`src/rtl/c3lib_ckmux_sel_ctl.sv`:
```
// ----------------------------------------------------------------------------
// c3lib_ckmux_sel_ctl
//
// Select sequencer for a 2-to-1 clock mux. An asynchronous select request is
// synchronised onto the free-running reference clock. Each accepted change is
// then carried out as a fixed sequence:
//   gate   : ck_en drops for GATE_DLY cycles while s0 still holds its value
//   switch : s0 takes the new select value
//   settle : ck_en stays low for SETTLE_DLY more cycles
//   ungate : ck_en returns high and sw_done pulses for one cycle
//   hold   : HOLD_DLY lock-out cycles before the next request is accepted
// This way the logic after the clock gate never sees a runt pulse from the
// source change.
//
// Ports:
//   clk      in   free-running reference clock
//   rst      in   asynchronous active-high reset
//   sel_in   in   requested mux select (asynchronous level)
//   sel_lock in   synchronous; while high, no new switch is started
//   s0       out  registered mux select
//   ck_en    out  registered clock-gate enable after the mux, 1 = pass
//   busy     out  high while a sequence or the hold-off is in progress
//   sw_done  out  one-cycle pulse when ck_en re-asserts after a switch
// ----------------------------------------------------------------------------
module c3lib_ckmux_sel_ctl #(
    parameter int SYNC_STAGES = 2,
    parameter int GATE_DLY    = 4,
    parameter int SETTLE_DLY  = 8,
    parameter int HOLD_DLY    = 2,
    parameter int CNT_W       = 4,
    parameter bit RST_SEL     = 1'b0
) (
    input  logic clk,
    input  logic rst,
    input  logic sel_in,
    input  logic sel_lock,
    output logic s0,
    output logic ck_en,
    output logic busy,
    output logic sw_done
);

    // Parameter legality. Anything outside these ranges breaks the
    // sequence timing or overflows the delay counter.
    localparam int MAX_DLY = (GATE_DLY > SETTLE_DLY)
                           ? ((GATE_DLY > HOLD_DLY) ? GATE_DLY : HOLD_DLY)
                           : ((SETTLE_DLY > HOLD_DLY) ? SETTLE_DLY : HOLD_DLY);

    generate
        if (SYNC_STAGES < 2 || GATE_DLY < 1 || SETTLE_DLY < 1 || HOLD_DLY < 0
            || CNT_W < 1 || (MAX_DLY - 1) > ((1 << CNT_W) - 1)) begin : g_bad_params
            $error("c3lib_ckmux_sel_ctl: illegal parameter combination");
        end
    endgenerate

    // Counter reload values. HOLD_DLY of 0 never loads the hold value, but
    // it must still be a legal constant.
    localparam logic [CNT_W-1:0] GATE_LD   = CNT_W'(GATE_DLY - 1);
    localparam logic [CNT_W-1:0] SETTLE_LD = CNT_W'(SETTLE_DLY - 1);
    localparam logic [CNT_W-1:0] HOLD_LD   = CNT_W'((HOLD_DLY > 0) ? HOLD_DLY - 1 : 0);
    localparam logic [CNT_W-1:0] CNT_ONE   = CNT_W'(1);

    typedef enum logic [1:0] {
        ST_IDLE   = 2'd0,
        ST_GATE   = 2'd1,
        ST_SETTLE = 2'd2,
        ST_HOLD   = 2'd3
    } state_t;

    // ------------------------------------------------------------------
    // sel_in synchroniser. Stage 0 samples the raw input; each later stage
    // samples the one before it. The last stage is the only consumer-facing
    // copy of the request.
    // ------------------------------------------------------------------
    logic [SYNC_STAGES-1:0] sync_d;
    logic [SYNC_STAGES-1:0] sync_q;
    logic                   sel_sync;

    genvar gi;
    generate
        for (gi = 0; gi < SYNC_STAGES; gi++) begin : g_sync
            if (gi == 0) begin : g_first
                assign sync_d[gi] = sel_in;
            end else begin : g_chain
                assign sync_d[gi] = sync_q[gi-1];
            end
        end
    endgenerate

    always_ff @(posedge clk or posedge rst) begin
        if (rst) begin
            sync_q <= {SYNC_STAGES{RST_SEL}};
        end else begin
            sync_q <= sync_d;
        end
    end

    assign sel_sync = sync_q[SYNC_STAGES-1];

    // ------------------------------------------------------------------
    // Sequencer
    // ------------------------------------------------------------------
    state_t           state_q,   state_d;
    logic [CNT_W-1:0] cnt_q,     cnt_d;
    logic             tgt_q,     tgt_d;
    logic             s0_q,      s0_d;
    logic             ck_en_q,   ck_en_d;
    logic             busy_q,    busy_d;
    logic             sw_done_q, sw_done_d;

    always_comb begin
        state_d   = state_q;
        cnt_d     = cnt_q;
        tgt_d     = tgt_q;
        s0_d      = s0_q;
        ck_en_d   = ck_en_q;
        busy_d    = busy_q;
        sw_done_d = 1'b0;

        case (state_q)
            ST_IDLE: begin
                ck_en_d = 1'b1;
                busy_d  = 1'b0;
                // The target is frozen here; later movement of sel_in cannot
                // alter a sequence once it has started.
                if ((sel_sync != s0_q) && !sel_lock) begin
                    tgt_d   = sel_sync;
                    cnt_d   = GATE_LD;
                    state_d = ST_GATE;
                    ck_en_d = 1'b0;
                    busy_d  = 1'b1;
                end
            end

            ST_GATE: begin
                if (cnt_q == '0) begin
                    s0_d    = tgt_q;
                    cnt_d   = SETTLE_LD;
                    state_d = ST_SETTLE;
                end else begin
                    cnt_d = cnt_q - CNT_ONE;
                end
            end

            ST_SETTLE: begin
                if (cnt_q == '0) begin
                    ck_en_d   = 1'b1;
                    sw_done_d = 1'b1;
                    if (HOLD_DLY > 0) begin
                        cnt_d   = HOLD_LD;
                        state_d = ST_HOLD;
                    end else begin
                        state_d = ST_IDLE;
                        busy_d  = 1'b0;
                    end
                end else begin
                    cnt_d = cnt_q - CNT_ONE;
                end
            end

            ST_HOLD: begin
                if (cnt_q == '0) begin
                    state_d = ST_IDLE;
                    busy_d  = 1'b0;
                end else begin
                    cnt_d = cnt_q - CNT_ONE;
                end
            end

            default: begin
                state_d = ST_IDLE;
                ck_en_d = 1'b1;
                busy_d  = 1'b0;
            end
        endcase
    end

    always_ff @(posedge clk or posedge rst) begin
        if (rst) begin
            state_q   <= ST_IDLE;
            cnt_q     <= '0;
            tgt_q     <= RST_SEL;
            s0_q      <= RST_SEL;
            ck_en_q   <= 1'b1;
            busy_q    <= 1'b0;
            sw_done_q <= 1'b0;
        end else begin
            state_q   <= state_d;
            cnt_q     <= cnt_d;
            tgt_q     <= tgt_d;
            s0_q      <= s0_d;
            ck_en_q   <= ck_en_d;
            busy_q    <= busy_d;
            sw_done_q <= sw_done_d;
        end
    end

    assign s0      = s0_q;
    assign ck_en   = ck_en_q;
    assign busy    = busy_q;
    assign sw_done = sw_done_q;

endmodule
```
`config.mk`:
```
export PLATFORM = sky130hd
export DESIGN_NAME = c3lib_ckmux_sel_ctl
export DESIGN_NICKNAME = d
export VERILOG_FILES = /design/src/rtl/c3lib_ckmux_sel_ctl.sv
export SDC_FILE = /design/constraint.sdc
export NUM_CORES = 1
export LEC_CHECK = 0
export CORE_MARGIN = 1.5
export CORE_UTILIZATION = 50
export CTS_BUF_LIST = sky130_fd_sc_hd__clkbuf_8
export DETAILED_ROUTE_END_ITERATION = 16
export PLACE_DENSITY = 0.81
export SYNTH_ARGS = -nofsm -noshare
export SYNTH_HDL_FRONTEND = slang
export SYNTH_SLANG_ARGS = --single-unit
```
`constraint.sdc`:
```
create_clock -name clk -period 2.1 [get_ports clk]
set_input_delay 0.21 -clock clk [delete_from_list [all_inputs] [get_ports clk]]
set_output_delay 0.21 -clock clk [all_outputs]
set_load 0.05 [all_outputs]
```
==> impl_metrics.tcl <==
set metrics [dict create \
    fin_nets 95 \
    grt_max_degree 14 \
    ys_async_sr_fraction 1.00 \
    synth_area_leaders "dfrtp_1, ha_1, inv_1" \
    fmax_mhz 529 \
    yosysTopAreaCellShare 0.386 \
    power.density_nw_per_um2 1840 \
    drc 0 \
    routabilityCongestion 0.793 \
    crit_path_start_kind "flip-flop" \
    worst_ep_required_time_ps 2230 \
    path_class "reg2reg" \
    syn-cell-area_um2 777 \
    finalHoldViolations 0 \
    holdWs_ps 269 \
    post-route-min-period_ps 1890 \
    cts_buffers 3 \
    clock_skew_ps 6.34 \
    grt_pass1_wl_um 2680 \
    synth.avg_cell_area_um2 10.5 \
    tns_ps 0 \
    tightest_slew_ps 492 \
    max_stage_delay_ps 530 \
    ys_seq_area_frac 0.420 \
    power.leakage_nw 0.394 \
    track_usage 0.202 \
    synth_fp_nets 83 \
    drive_above_1_share 0.153 \
    crit_path_end_kind "flip-flop" \
    grt_overflow 0 \
    slew_headroom 0.671 \
    ys_warn_count 0 \
    seqCellArea_um2 327 \
    postCtsHoldBufs 0 \
    netlist_top_cells_count "dfrtp_1, inv_1, ha_1, nor3_1" \
    grt_pass1_vias 599 \
    synth_top_flop_cell "dfrtp_1" \
    fp.dieH_um 42.4 \
    post_cts_resized 0 \
    portBuffers 7 \
    start_util 0.528 \
    htreeDepth 1 \
    synth-seq-cells 13 \
    cts_buffer_depth 2 \
    diodes 0 \
    drt-total-wl_um 1540 \
    post-cts-setup-buffers 0 \
    vias 606 \
    synth.most_common_cell "dfrtp_1" \
    firstDrtPassIters 4 \
    multi_input_area_um2 404 \
    ant_nets 0 \
    synth_edf_count 0 \
    synth_cell_types 31 \
    insertion_delay_ps 250 \
    path_cells "inv_1 -> ha_1 -> or3b_1 -> a2111oi_4 -> nor3_2" \
    antenna_found_initial 0 \
    status "complete, no violations" \
    wire_per_inst_um 15.3 \
    p_total_mw 1.68 \
    rsz0062_at_grt "false" \
    finalMaxSlewViolations 0 \
    n_fill_cell 127 \
    cts_tree "yes" \
    syn_to_final_growth_pct 17.4 \
    die_x_um 42.4 \
    drtIter0Drc 21 \
    hold_class "in2async" \
    syn_inst 74 \
    num_rows 14 \
    cts_sinks 13 \
    cts_root_buffer "clkbuf_8" \
    slowest_stage "or3b_1" \
    clkTransAtPathRegs_ps 60 \
    hpwl_um 1150 \
    avgViaCountPerCell 6.00 \
    ios 8 \
    core_um2 1470 \
    cp_data_arrival_time_ps 2020 \
    setup_viol 0 \
    peakVddDrop_uv 1130 \
    critPathMaxFanout 9 \
    synth_top_cell_by_area "dfrtp_1" \
    die-area_um2 1800 \
    period_share 0.900 \
    cap_violations 0 \
]
-- worst max-delay path, delay by kind of cell (launching register included) --
| kind | cells | cell delay [ps] |
|---|---|---|
| AO/OA/AOI/OAI | 1 | 430 |
| adder cells (fa/ha/maj) | 1 | 220 |
| buffers and inverters | 1 | 110 |
| flip-flops | 1 | 410 |
| AND/OR/NAND/NOR | 2 | 610 |
-- through the flow --
step | setup WS (ps) | instance area, um2 | std cells | utilization
finish | 210 | 912 | 101 | 0.620
global placement | 322 | 866 | 97 | 0.588
detailed placement | 253 | 866 | 97 | 0.588
global route | 119 | 912 | 101 | 0.620
CTS | 232 | 912 | 101 | 0.620
floorplan | 418 | 777 | 74 | -
-- cell type report --
| class | count | area share |
|---|---|---|
| Inverter | 8 | 0.0329 |
| Multi-Input combinational cell | 51 | 0.443 |
| Tap cell | 16 | 0.0219 |
| Clock buffer | 3 | 0.0453 |
| Timing Repair Buffer | 9 | 0.0933 |
| Sequential cell | 13 | 0.358 |
| Clock inverter | 1 | 0.00549 |
-- logic make-up after synthesis --
group	share of synthesized area
fa+ha+maj	0.0805
compound gates	0.221
xor+xnor	0.0338
mux	0.0290
buf+inv	0.0596
simple gates	0.156
flops	0.420
-- worst paths after layout --
path / from / end / slack (ps) / cells after the start
worst max-delay path: cnt_q[0]$_DFFE_PP0P_ / cnt_q[1]$_DFFE_PP0P_ / 210 / 5
worst min-delay path: rst / state_q[0]$_DFFE_PP0P_ / 270 / 2
worst max register to register: cnt_q[0]$_DFFE_PP0P_ / cnt_q[1]$_DFFE_PP0P_ / 210 / 5
worst min register to register: sync_q[0]$_DFF_PP0_ / sync_q[1]$_DFF_PP0_ / 350 / 0
max in group asynchronous: rst / ck_en$_DFFE_PP1P_ / 1480 / 2
min in group clk: sync_q[0]$_DFF_PP0_ / sync_q[1]$_DFF_PP0_ / 350 / 0
-- cell usage in the layout, fill, tap and decap left out --
| cell | count |
|---|---|
| inv_1 | 8 |
| dfrtp_1 | 12 |
| nor3b_1 | 2 |
| or3b_1 | 1 |
| clkdlybuf4s50_1 | 7 |
| clkinv_2 | 1 |
| dfstp_2 | 1 |
| nor3_1 | 5 |
| and2_1 | 1 |
| mux2_2 | 2 |
| nor2_1 | 4 |
| a21oi_1 | 3 |
| nand2_1 | 2 |
| a211oi_2 | 1 |
| a211oi_1 | 2 |
| a22oi_1 | 1 |
| ha_1 | 5 |
| a22o_1 | 1 |
| xor2_1 | 2 |
| xnor2_1 | 1 |
| nor3_2 | 1 |
| o22a_1 | 1 |
| clkbuf_8 | 3 |
| a2111oi_4 | 1 |
| buf_4 | 2 |
| and4bb_2 | 1 |
| o211ai_1 | 4 |
| or3_1 | 1 |
| nand3_1 | 3 |
| a32o_1 | 1 |
| o221a_1 | 1 |
| a21boi_0 | 2 |
| o21ai_0 | 2 |
-- per-layer routing --
layer / GRT usage / part of all wire
met1: 0.258 / 0.45
met2: 0.314 / 0.47
met3: 0.0819 / 0.056
met4: 0.0563 / 0.019
met5: 0 / 0
-- state kept, by name, summed over array words and instances (netlist names) --
register and flops:
sw_done 1, ck_en 1, s0 1, state_q 2, busy 1, sync_q 2, tgt_q 1, cnt_q 4
-- power by group --
part | internal, mW | switching, mW | leakage, nW
combinational | 0.420 | 0.579 | 0.210
sequential | 0.358 | 0.0910 | 0.159
clock | 0.131 | 0.0979 | 0.0255
total | 0.910 | 0.768 | 0.394
Power figures use the tool's default switching activity.
